File: src/rtl/foc_dbg_pkg.sv
// Shared types and default sizing for the FOC debug/watchdog blocks.
// Latency: n/a (types and constants only).
// Backpressure: n/a.
//
// Contents: watchdog state enum, default parameter values, index-width helper.
package foc_dbg_pkg;

   typedef enum logic [1:0] {
      ST_IDLE    = 2'd0,
      ST_WATCH   = 2'd1,
      ST_BLOCKED = 2'd2
   } wd_state_t;

   localparam int DEF_N_AXIS = 10;
   localparam int DEF_N_INST = 5;
   localparam int DEF_N_IBLK = 1;
   localparam int DEF_CNT_W  = 16;
   localparam int DEF_EVT_W  = 8;

   // Width of an index into an n-wide vector; never narrower than one bit.
   function automatic int idx_w(input int n);
      return (n > 1) ? $clog2(n) : 1;
   endfunction

endpackage

File: src/rtl/foc_lowest_set_index.sv
// Lowest-set-bit priority encoder.
// Latency: combinational.
// Backpressure: none.
//
// Ports: vec   - input vector to search
//        idx   - index of the lowest set bit (0 when none set)
//        valid - at least one bit of vec is set
module foc_lowest_set_index
   import foc_dbg_pkg::*;
#(
   parameter int W     = 8,
   parameter int IDX_W = idx_w(W)
)(
   input  logic [W-1:0]     vec,
   output logic [IDX_W-1:0] idx,
   output logic             valid
);

   // Scanning from the top down lets the lowest set bit be the last writer.
   always_comb begin
      idx   = '0;
      valid = 1'b0;
      for (int i = W - 1; i >= 0; i--) begin
         if (vec[i]) begin
            idx   = IDX_W'(i);
            valid = 1'b1;
         end
      end
   end

endmodule

File: src/rtl/foc_axis_deadlock_watchdog.sv
// Deadlock watchdog: declares a block after a stall persists for threshold cycles.
// Latency: block follows a qualifying stall by threshold cycles (1 cycle at threshold<=1).
// Backpressure: none; observe-only monitor, inputs are sampled every cycle.
//
// Ports: clock, reset (sync, active-high)
//        axis_block_sigs/axis_mask - per-stream stall flags and monitor enables
//        inst_idle_sigs            - all-idle suppresses detection
//        inst_block_sigs           - per-instance block flags, always monitored
//        threshold, clear          - persistence threshold, sticky/capture clear pulse
//        block, block_sticky       - live and latched block indication
//        first_chan, first_valid   - lowest masked stalled stream at declaration
//        event_count               - saturating count of block declarations
module foc_axis_deadlock_watchdog
   import foc_dbg_pkg::*;
#(
   parameter int N_AXIS = DEF_N_AXIS,
   parameter int N_INST = DEF_N_INST,
   parameter int N_IBLK = DEF_N_IBLK,
   parameter int CNT_W  = DEF_CNT_W,
   parameter int EVT_W  = DEF_EVT_W,
   localparam int CH_W  = idx_w(N_AXIS)
)(
   input  logic              clock,
   input  logic              reset,
   input  logic [N_AXIS-1:0] axis_block_sigs,
   input  logic [N_AXIS-1:0] axis_mask,
   input  logic [N_INST-1:0] inst_idle_sigs,
   input  logic [N_IBLK-1:0] inst_block_sigs,
   input  logic [CNT_W-1:0]  threshold,
   input  logic              clear,
   output logic              block,
   output logic              block_sticky,
   output logic [CH_W-1:0]   first_chan,
   output logic              first_valid,
   output logic [EVT_W-1:0]  event_count
);

   wd_state_t         state, state_nxt;
   logic [CNT_W-1:0]  cnt, cnt_nxt;
   logic              sticky_nxt, fvalid_nxt, block_nxt;
   logic [CH_W-1:0]   chan_nxt;
   logic [EVT_W-1:0]  evt_nxt, evt_base;

   logic [N_AXIS-1:0] masked;
   logic              all_idle, cand, entry;
   logic [CNT_W-1:0]  thr_eff, cnt_sat;
   logic [CNT_W:0]    cnt_p1;
   logic [CH_W-1:0]   low_idx;
   logic              low_vld;

   assign masked   = axis_block_sigs & axis_mask;
   assign all_idle = &inst_idle_sigs;
   // When every instance reports idle, stall flags are stale and ignored.
   assign cand     = ((|masked) | (|inst_block_sigs)) & ~all_idle;
   assign thr_eff  = (threshold == '0) ? CNT_W'(1) : threshold;
   // One extra bit so cnt+1 compares correctly even when cnt is all-ones.
   assign cnt_p1   = {1'b0, cnt} + (CNT_W + 1)'(1);
   assign cnt_sat  = (&cnt) ? cnt : cnt + CNT_W'(1);

   foc_lowest_set_index #(
      .W     (N_AXIS),
      .IDX_W (CH_W)
   ) u_first (
      .vec   (masked),
      .idx   (low_idx),
      .valid (low_vld)
   );

   always_comb begin
      state_nxt = state;
      cnt_nxt   = cnt;
      case (state)
         ST_IDLE: begin
            if (cand) begin
               cnt_nxt   = CNT_W'(1);
               state_nxt = (thr_eff == CNT_W'(1)) ? ST_BLOCKED : ST_WATCH;
            end
         end
         ST_WATCH: begin
            if (!cand) begin
               state_nxt = ST_IDLE;
               cnt_nxt   = '0;
            end else begin
               cnt_nxt = cnt_sat;
               // >= rather than == so a lowered threshold fires immediately.
               if (cnt_p1 >= {1'b0, thr_eff}) begin
                  state_nxt = ST_BLOCKED;
               end
            end
         end
         ST_BLOCKED: begin
            if (!cand) begin
               state_nxt = ST_IDLE;
               cnt_nxt   = '0;
            end else begin
               cnt_nxt = cnt_sat;
            end
         end
         default: begin
            state_nxt = ST_IDLE;
            cnt_nxt   = '0;
         end
      endcase

      entry     = (state_nxt == ST_BLOCKED) && (state != ST_BLOCKED);
      block_nxt = (state_nxt == ST_BLOCKED);

      // clear is applied first so that a coincident entry overrides it.
      evt_base   = clear ? '0 : event_count;
      sticky_nxt = clear ? 1'b0 : block_sticky;
      chan_nxt   = clear ? '0 : first_chan;
      fvalid_nxt = clear ? 1'b0 : first_valid;
      evt_nxt    = evt_base;
      if (entry) begin
         sticky_nxt = 1'b1;
         evt_nxt    = (&evt_base) ? evt_base : evt_base + EVT_W'(1);
         chan_nxt   = low_idx;
         fvalid_nxt = low_vld;
      end
   end

   always_ff @(posedge clock) begin
      if (reset) begin
         state        <= ST_IDLE;
         cnt          <= '0;
         block        <= 1'b0;
         block_sticky <= 1'b0;
         first_chan   <= '0;
         first_valid  <= 1'b0;
         event_count  <= '0;
      end else begin
         state        <= state_nxt;
         cnt          <= cnt_nxt;
         block        <= block_nxt;
         block_sticky <= sticky_nxt;
         first_chan   <= chan_nxt;
         first_valid  <= fvalid_nxt;
         event_count  <= evt_nxt;
      end
   end

endmodule

File: config.mk
export PLATFORM = sky130hd
export DESIGN_NAME = foc_axis_deadlock_watchdog
export DESIGN_NICKNAME = d
export VERILOG_FILES = /design/src/rtl/foc_dbg_pkg.sv /design/src/rtl/foc_lowest_set_index.sv /design/src/rtl/foc_axis_deadlock_watchdog.sv
export SDC_FILE = /design/constraint.sdc
export NUM_CORES = 1
export LEC_CHECK = 0
export BUFFER_PORTS_ARGS = -buffer_cell sky130_fd_sc_hd__buf_4
export CORE_MARGIN = 4
export CORE_UTILIZATION = 58
export DETAILED_ROUTE_END_ITERATION = 6
export PLACE_DENSITY = 0.91
export SLEW_MARGIN = 15
export SYNTH_ARGS = -nofsm -noshare
export SYNTH_HDL_FRONTEND = slang
export SYNTH_SLANG_ARGS = --single-unit
File: constraint.sdc
create_clock -name clock -period 9.3 [get_ports clock]
set_input_delay 0.465 -clock clock [delete_from_list [all_inputs] [get_ports clock]]
set_output_delay 0.465 -clock clock [all_outputs]
set_load 0.005 [all_outputs]
==> metrics.yaml, run 1 <==
synth:
  netlist_top_cells_area: "dfxtp_1 (27%), ha_1 (11%), a22oi_1 (5.8%)"
  synth.avg_cell_area_sq_um: 8.17
  synth-edff-count: 0
  syn_area_sq_um: 2470
  synth.top_cell.area_share_pct: 26.8
  synth_seq_cells: 33
  ys_types: 62
  yosysSeqAreaShare_pct: 26.8
  yosysWarnings: 0
  syn_inst: 302
  yosysTopAreaCell: "dfxtp_1"
  synth_fp_nets: 369
  ys_async_sr_fraction_pct: 0
  synth_ff_type: "dfxtp_1"
placement:
  port_buffers: 59
  gp_congestion: 0.976
  hpwl_microns: 4790
timing:
  hold_ws_ns: 0.472
  hold_viol: 0
  fin_crit_ns: 3.77
  tns_ns: 0
  timing.fmax_mhz: 265
  rsz0062_at_grt: "no"
  finalCritPeriodShare_pct: 40.5
  slew_headroom_pct: 37.7
  finalMaxSlewViolations: 0
  tightestPinTransition_ns: 0.930
  setup_viol_count_final: 0
  final.setup_skew_ns: 0.00491
routing:
  avgRoutedWirePerCell_microns: 15.1
  drt_first_pass_iters: 5
  drt_iter0_drc: 188
  wirelength_microns: 6220
  vias: 2472
  vias_per_cell: 6.00
  ant_nets: 0
  drc: 0
power:
  switching_share_pct: 28.0
  p_leak_nw: 1.45
  p_int_mw: 0.230
  vdd_drop_max_mv: 0.0632
  pwr-share-comb_pct: 19.8
  power_mw: 0.320
  p_per_area_nw_per_um2: 106
  sequentialPowerShare_pct: 45.4
  clock_power_share_pct: 34.8
  switchingPower_mw: 0.0896
setup_path:
  r2r-end: "event_count[3]"
  start_kind: "flop"
  worstRegToRegCells: 13
  cp_max_fo: 6
  criticalPathCategory: "flop to flop"
  crit_arrival_ns: 3.94
  timing.rr.start: "cnt[0]"
  cp-end-kind: "flop"
  cp-startpoint: "cnt[0]"
  ff2ff_setup_slack_ns: 5.53
  endpoint: "event_count[3]"
  cp.required_ns: 9.47
final_layout:
  fill_cells: 312
  register_area_sq_um: 661
  layout-drive-gt1-share_pct: 24.3
  area_growth_pct: 22.7
  layout.nets: 429
  n_antenna_cell: 0
  multi_input_area_sq_um: 1680
job:
  max_cap_violations: 0
global_routing:
  grt_max_degree: 30
  grt_pass1_vias: 2417
  grt_use_total_pct: 24.2
  grt_pass1_wl_microns: 10300
  grt.overflow.total: 0
  antenna_found_initial: 0
floorplanning:
  die_h_microns: 73.2
  design.die.area_sq_um: 5360
  io_pins: 60
  rows: 23
  core_sq_um: 4060
  initial_core_util_pct: 60.8
  fp.dieW_microns: 73.2
clock_network:
  clkTransAtPathRegs_ns: 0.07
  cts_resized: 0
  root_buffer: "clkbuf_8"
  h-tree-depth: 2
  postCtsSetupBuffers: 0
  cts_sinks: 33
  clock_latency_ns: 0.29
  postCtsHoldBufs: 0
  cts_buffers: 5
  cts_tree: "built"
  cts.path.max_buffers: 2
hold_path:
  worstHoldPathCells: 2
  min_path_type: "flop to flop"
status:
  status: "finished, final reports clean"
## per-layer routing
layer,track usage (%),share of wire (%),vias to the layer above,routed length [microns]
met5,0,0,-,0
met4,9.43,1.8,0,110
met2,40.8,48,87,2980
li1,-,-,1226,-
met1,30.4,44,1148,2710
met3,4.13,6.7,11,417
## cells in the mapped netlist, drive strengths merged (2+ instances only)
| master | instances |
|---|---|
| a21o | 6 |
| a21oi | 8 |
| a22o | 3 |
| a22oi | 19 |
| a311oi | 2 |
| a31o | 2 |
| a31oi | 5 |
| a32oi | 2 |
| a41o | 3 |
| and2 | 8 |
| and3 | 7 |
| and4 | 2 |
| buf | 3 |
| clkbuf | 4 |
| dfxtp | 33 |
| ha | 22 |
| inv | 23 |
| mux2 | 2 |
| mux2i | 4 |
| nand2 | 26 |
| nand3 | 14 |
| nand4 | 9 |
| nor2 | 35 |
| nor2b | 6 |
| nor3 | 4 |
| o211ai | 3 |
| o21ai | 10 |
| o31ai | 2 |
| or2 | 2 |
| or3 | 3 |
| or4 | 3 |
| xnor2 | 8 |
| xor2 | 6 |
## placed cells by master (no fill, tap or decap), drive strengths merged, types with 7 or more instances in the layout
master / n
a21oi: 8
a22oi: 19
and2: 8
and3: 7
buf: 60
clkbuf: 7
dfxtp: 33
ha: 22
inv: 23
nand2: 26
nand3: 14
nand4: 9
nor2: 35
o21ai: 10
xnor2: 8
## how the worst min path moves through the flow
| stage | from | end | slack (ns) |
|---|---|---|---|
| after floorplan | first_chan[2] | first_chan[2] | 0.45 |
| after global placement | first_chan[2] | first_chan[2] | 0.45 |
| after detailed placement | first_chan[2] | first_chan[2] | 0.46 |
| after CTS | first_chan[2] | first_chan[2] | 0.47 |
| after global routing | first_chan[2] | first_chan[2] | 0.48 |
| final | first_chan[2] | first_chan[2] | 0.47 |
## cells by family after synthesis
| family | after synthesis | synth area share (%) |
|---|---|---|
| AOI/OAI and AO/OA | 74 | 22.4 |
| xor gates and xnor gates | 14 | 4.97 |
| adders and majority gates | 22 | 11.2 |
| buffers and inverters | 30 | 5.12 |
| DFF | 33 | 26.8 |
| muxes | 6 | 2.69 |
| and+or+nand+nor | 123 | 26.9 |
## cell type report
cell class	count	area share [%]
Sequential cell	33	21.8
Inverter	23	2.85
Tap cell	50	2.07
Clock buffer	7	2.85
Timing Repair Buffer	60	14.9
Multi-Input combinational cell	239	55.5
## stage by stage
| stage | cells | setup WS, ns | utilization, % | cell area (sq um) |
|---|---|---|---|---|
| 6_report | 412 | 5.53 | 74.6 | 3030 |
| 5_1_grt | 412 | 5.32 | 74.6 | 3030 |
| 4_1_cts | 412 | 5.58 | 74.6 | 3030 |
| 3_5_place_dp | 405 | 5.64 | 72.5 | 2940 |
| 3_3_place_gp | 405 | 5.86 | 72.5 | 2940 |
| 2_1_floorplan | 302 | 6.03 | - | 2470 |
## sequential cells by signal, summed over array words and instances (netlist names)
| name | count |
|---|---|
| first_chan | 4 |
| cnt | 16 |
| event_count | 8 |
| state | 2 |
| first_valid | 1 |
| block_sticky | 1 |
| block | 1 |
## worst max-delay path: stages (launching register included)
cell and delay, ns:
dfxtp_1 0.43, ha_1 0.21, nand3_1 0.21, nor3_2 0.39, and3_1 0.26, xor2_1 0.08
ha_1 0.30, nand4_1 0.11, nor2_1 0.19, nand4_1 0.14, o2111a_1 0.32, a32o_2 0.32
or3_4 0.39, mux2_4 0.30
## power by group through the flow
stage               Clock [mW]  Sequential [mW]  Combinational (mW)
detailed placement           0            0.148              0.0624
floorplan                    0            0.148              0.0377
finish                   0.111            0.145              0.0632
global route             0.117            0.145              0.0701
global placement             0            0.148              0.0611
CTS                      0.112            0.145              0.0629
No activity file was read; power rests on OpenSTA's default activity.
==> run 2: changes to the inputs <==
--- a/config.mk
+++ b/config.mk
@@ -7,9 +7,9 @@
 export LEC_CHECK = 0
 export BUFFER_PORTS_ARGS = -buffer_cell sky130_fd_sc_hd__buf_4
 export CORE_MARGIN = 4
-export CORE_UTILIZATION = 58
+export CORE_UTILIZATION = 49
 export DETAILED_ROUTE_END_ITERATION = 6
-export PLACE_DENSITY = 0.91
+export PLACE_DENSITY = 0.82
 export SLEW_MARGIN = 15
 export SYNTH_ARGS = -nofsm -noshare
 export SYNTH_HDL_FRONTEND = slang
==> constraint.sdc (replaced) <==
create_clock -name clock -period 3.45 [get_ports clock]
set_input_delay 0.1725 -clock clock [delete_from_list [all_inputs] [get_ports clock]]
set_output_delay 0.1725 -clock clock [all_outputs]
set_load 0.005 [all_outputs]
==> metrics.yaml, run 2 (synthesis results as in run 1) <==
setup_path:
  start_kind: "flop"
  cp-end-kind: "flop"
  crit_arrival_ns: 3.45
  cp.required_ns: 3.63
  criticalPathCategory: "flop to flop"
  cp_max_fo: 6
final_layout:
  stdcell_area_sq_um: 3150
  largest_reg_flops: 16
  n_antenna_cell: 0
  area_growth_pct: 27.7
  layout.nets: 435
  multi_input_area_sq_um: 1700
  register_area_sq_um: 669
  layout_common_cells: "buf_4 (66), nor2_1 (31), nand2_1 (26), dfxtp_1 (26), inv_1 (23)"
  largest_register: "cnt"
  layout_commonest_cell: "buf_4"
  finalNonFillerCells: 436
  layout-drive-gt1-share_pct: 29.0
  top_regs: "cnt: 16 flops, event_count: 8 flops, first_chan: 4 flops"
  fill_cells: 402
  utilization_pct: 65.8
placement:
  hpwl_microns: 4840
  dpl_cell_area_sq_um: 3010
  port_buffers: 59
  gp_congestion: 0.899
  post-place-cells: 428
  dp_slack_ns: 0.0868
timing:
  hold_viol: 0
  finalMaxSlewViolations: 0
  timing.fmax_mhz: 306
  hold_ws_ns: 0.240
  final.setup_skew_ns: 0.00639
  finalCritPeriodShare_pct: 94.7
  setup_viol_count_final: 0
  tightestPinTransition_ns: 0.501
  finalWorstSetupSlack_ns: 0.182
  slew_headroom_pct: 66.4
  rsz0062_at_grt: "no"
  tns_ns: 0
  fin_crit_ns: 3.27
global_routing:
  grt_use_met3_pct: 4.54
  grt_use_met2_pct: 35.6
  grt_pass1_vias: 2460
  grt_use_total_pct: 21.0
  antenna_found_initial: 0
  grtUsageMet1_pct: 27.2
  grt_max_degree: 30
  grt_most_used_layer: "met2"
  grt.overflow.total: 0
  grt_pass1_wl_microns: 10700
routing:
  avgRoutedWirePerCell_microns: 14.4
  drc: 0
  wirelength_microns: 6280
  ant_nets: 0
  vias_per_cell: 5.63
  drt_iter0_drc: 174
  vias: 2453
  drt_first_pass_iters: 4
clock_network:
  cts_tree: "built"
  cts.path.max_buffers: 2
  h-tree-depth: 2
  clkTransAtPathRegs_ns: 0.08
  cts_buffers: 5
  cts_resized: 0
  postCtsHoldBufs: 0
  postCtsSetupBuffers: 0
  cts_sinks: 33
  clock_latency_ns: 0.29
  root_buffer: "clkbuf_8"
floorplanning:
  fp.dieW_microns: 79.0
  core_sq_um: 4790
  io_pins: 60
  design.die.area_sq_um: 6230
  initial_core_util_pct: 51.6
  die_h_microns: 79.0
  rows: 25
power:
  switching_share_pct: 27.4
  p_int_mw: 0.682
  power_mw: 0.939
  p_leak_nw: 1.51
  clock_power_share_pct: 39.7
  pwr-share-comb_pct: 18.7
  switchingPower_mw: 0.257
  p_per_area_nw_per_um2: 298
  sequentialPowerShare_pct: 41.7
  vdd_drop_max_mv: 0.156
job:
  max_cap_violations: 0
status:
  status: "finished, final reports clean"
hold_path:
  min_path_type: "input port to flop"
run 2: worst paths after layout:
path	slack [ns]	cells after the start	start	to
worst max-delay path	0.18	13	cnt[0]	event_count[3]
worst min-delay path	0.24	4	axis_mask[0]	first_chan[0]
worst max register to register	0.18	13	cnt[0]	event_count[3]
worst min register to register	0.47	2	block_sticky	block_sticky
run 2: layout make-up:
class / instances / area share (%)
Multi-Input combinational cell: 239 / 54.0
Sequential cell: 33 / 21.2
Timing Repair Buffer: 66 / 15.7
Inverter: 23 / 2.74
Tap cell: 67 / 2.66
Clock buffer: 5 / 2.18
Clock inverter: 3 / 1.47
run 2: power groups by stage:
| stage | clock, mW | sequential, mW | combinational [mW] |
|---|---|---|---|
| 4_1_cts | 0.378 | 0.391 | 0.174 |
| 3_3_place_gp | 0 | 0.399 | 0.168 |
| 2_1_floorplan | 0 | 0.398 | 0.102 |
| 3_5_place_dp | 0 | 0.400 | 0.173 |
| 6_report | 0.372 | 0.391 | 0.175 |
| 5_1_grt | 0.394 | 0.392 | 0.197 |
run 2: critical path, cell delays in order (launching register included):
cell,delay (ns)
dfxtp_2,0.38
ha_1,0.20
nand3_1,0.15
nor3_4,0.21
and3_1,0.23
xor2_1,0.08
ha_1,0.30
nand4_1,0.12
nor2_2,0.11
nand4_1,0.10
o2111a_1,0.31
a32o_2,0.29
or3_4,0.38
mux2_4,0.29
run 2: metal layers:
layer  vias to the layer above  part of all wire [%]
met3                         7                   7.1
met4                         0                  0.99
li1                       1238                     -
met1                      1128                    43
met2                        80                    49
met5                         -                     0
==> run 3: changes to the inputs <==
--- a/config.mk
+++ b/config.mk
@@ -7,9 +7,9 @@
 export LEC_CHECK = 0
 export BUFFER_PORTS_ARGS = -buffer_cell sky130_fd_sc_hd__buf_4
 export CORE_MARGIN = 4
-export CORE_UTILIZATION = 49
+export CORE_UTILIZATION = 40
 export DETAILED_ROUTE_END_ITERATION = 6
-export PLACE_DENSITY = 0.82
+export PLACE_DENSITY = 0.7
 export SLEW_MARGIN = 15
 export SYNTH_ARGS = -nofsm -noshare
 export SYNTH_HDL_FRONTEND = slang
==> metrics.yaml, run 3 (synthesis results as in run 1) <==
status:
  status: "finished, final reports clean"
clock_network:
  cts_sinks: 33
  root_buffer: "clkbuf_8"
  cts_buffers: 5
  clock_latency_ns: 0.29
  cts.path.max_buffers: 2
  clkTransAtPathRegs_ns: 0.07
  cts_tree: "built"
  postCtsHoldBufs: 0
  h-tree-depth: 2
setup_path:
  cp.required_ns: 3.63
  start_kind: "flop"
  criticalPathCategory: "flop to flop"
  cp_max_fo: 6
  crit_buf_inv: 0
  path_common_cell: "nand4_1"
  crit_chain: "nand4_1 > nor3_4 > and3_4 > xor2_1 > ha_1 > nand4_1 > nor2_2 > nand4_1 > o2111a_1 > a32o_2 > or3_4 > mux2_4"
  cp-end-kind: "flop"
  critPathSlowestCell: "dfxtp_1"
  cp_top_family: "simple AND/OR/NAND/NOR gates"
  crit_arrival_ns: 3.44
  crit_path_max_incr_delay_ns: 0.42
floorplanning:
  core_sq_um: 5960
  die_h_microns: 86.5
  fp.dieW_microns: 86.5
  rows: 28
  io_pins: 60
  initial_core_util_pct: 41.4
  design.die.area_sq_um: 7490
placement:
  post-place-cells: 437
  gp_congestion: 0.833
  port_buffers: 59
  hpwl_microns: 5060
  dp_slack_ns: 0.0263
  dpl_cell_area_sq_um: 3020
routing:
  avgRoutedWirePerCell_microns: 14.4
  drt_iter0_drc: 105
  wirelength_microns: 6400
  vias: 2471
  vias_per_cell: 5.55
  drt_first_pass_iters: 4
  ant_nets: 0
  drc: 0
global_routing:
  grt_max_degree: 30
  grt_pass1_wl_microns: 10700
  grt_pass1_vias: 2499
  grt.overflow.total: 0
  grt_use_total_pct: 17.5
  antenna_found_initial: 0
final_layout:
  layout-drive-gt1-share_pct: 27.6
  stdcell_area_sq_um: 3160
  area_growth_pct: 28.0
  layout_commonest_cell: "buf_4"
  layout.nets: 437
  utilization_pct: 53.0
  finalNonFillerCells: 445
  n_antenna_cell: 0
  largest_reg_flops: 16
  largest_register: "cnt"
  top_regs: "cnt: 16 flops, event_count: 8 flops, first_chan: 4 flops"
  layout_common_cells: "buf_4 (68), nor2_1 (32), dfxtp_1 (32), nand2_1 (26), inv_1 (23)"
power:
  vdd_drop_max_mv: 0.130
  p_leak_nw: 1.50
  p_per_area_nw_per_um2: 275
  power_mw: 0.870
timing:
  tns_ns: 0
  slew_headroom_pct: 67.0
  finalWorstSetupSlack_ns: 0.193
  tightestPinTransition_ns: 0.493
  timing.fmax_mhz: 307
  finalMaxSlewViolations: 0
  hold_viol: 0
  setup_viol_count_final: 0
  final.setup_skew_ns: 0.00508
  fin_crit_ns: 3.26
  finalCritPeriodShare_pct: 94.4
  hold_ws_ns: 0.221
hold_path:
  min_path_type: "input port to flop"
job:
  max_cap_violations: 0
## run 3: cell types whose count changed in the layout (fill, tap and decap cells not counted), sizes merged
cell	before	now
clkinv	1	0
clkinvlp	1	0
bufinv	1	0
clkbuf	5	7
buf	66	68
## run 3: repair_timing
action / in CTS / in global routing
endpoints found under the setup margin: 0 / 13
setup buffers: 0 / 1
resized for setup: 0 / 8
hold endpoints to repair: 0 / 0
## run 3: cell type report
class	instances	area (sq um)
fill	587	2800
multi-input combinational	239	1720
sequential	33	662
timing repair buffer	68	510
tap	75	93.8
clock buffer	7	86.3
inverter	23	86.3
## run 3: worst register-to-register path, stage by stage (launching register included)
cell      delay (ns)
dfxtp_1         0.42
nand4_1         0.22
nor3_4          0.30
and3_4          0.23
xor2_1          0.07
ha_1            0.30
nand4_1         0.11
nor2_2          0.13
nand4_1         0.10
o2111a_1        0.28
a32o_2          0.31
or3_4           0.39
mux2_4          0.30
## run 3: metal layers
| metal | vias to the layer above | GRT usage [%] | share of wire, % |
|---|---|---|---|
| met3 | 11 | 4.18 | 5.5 |
| met5 | - | 0 | 0 |
| met4 | 0 | 6.80 | 2.0 |
| li1 | 1250 | - | - |
| met1 | 1142 | 21.4 | 45 |
| met2 | 68 | 29.7 | 47 |
## run 3: path summary, 6_finish.rpt
check,from,end,slack [ns],cells past startpoint
worst max-delay path,cnt[5],event_count[3],0.19,12
worst min-delay path,axis_mask[0],first_chan[0],0.22,4
worst max register to register,cnt[5],event_count[3],0.19,12
worst min register to register,first_chan[0],first_chan[0],0.46,2
## run 3: power by group
group / internal (mW) / total (mW) / leakage (nW) / switching [mW]
Clock: 0.158 / 0.299 / 0.0443 / 0.141
Combinational: 0.0817 / 0.181 / 1.19 / 0.0988
Sequential: 0.386 / 0.390 / 0.267 / 0.00378
Total: 0.626 / 0.870 / 1.50 / 0.244
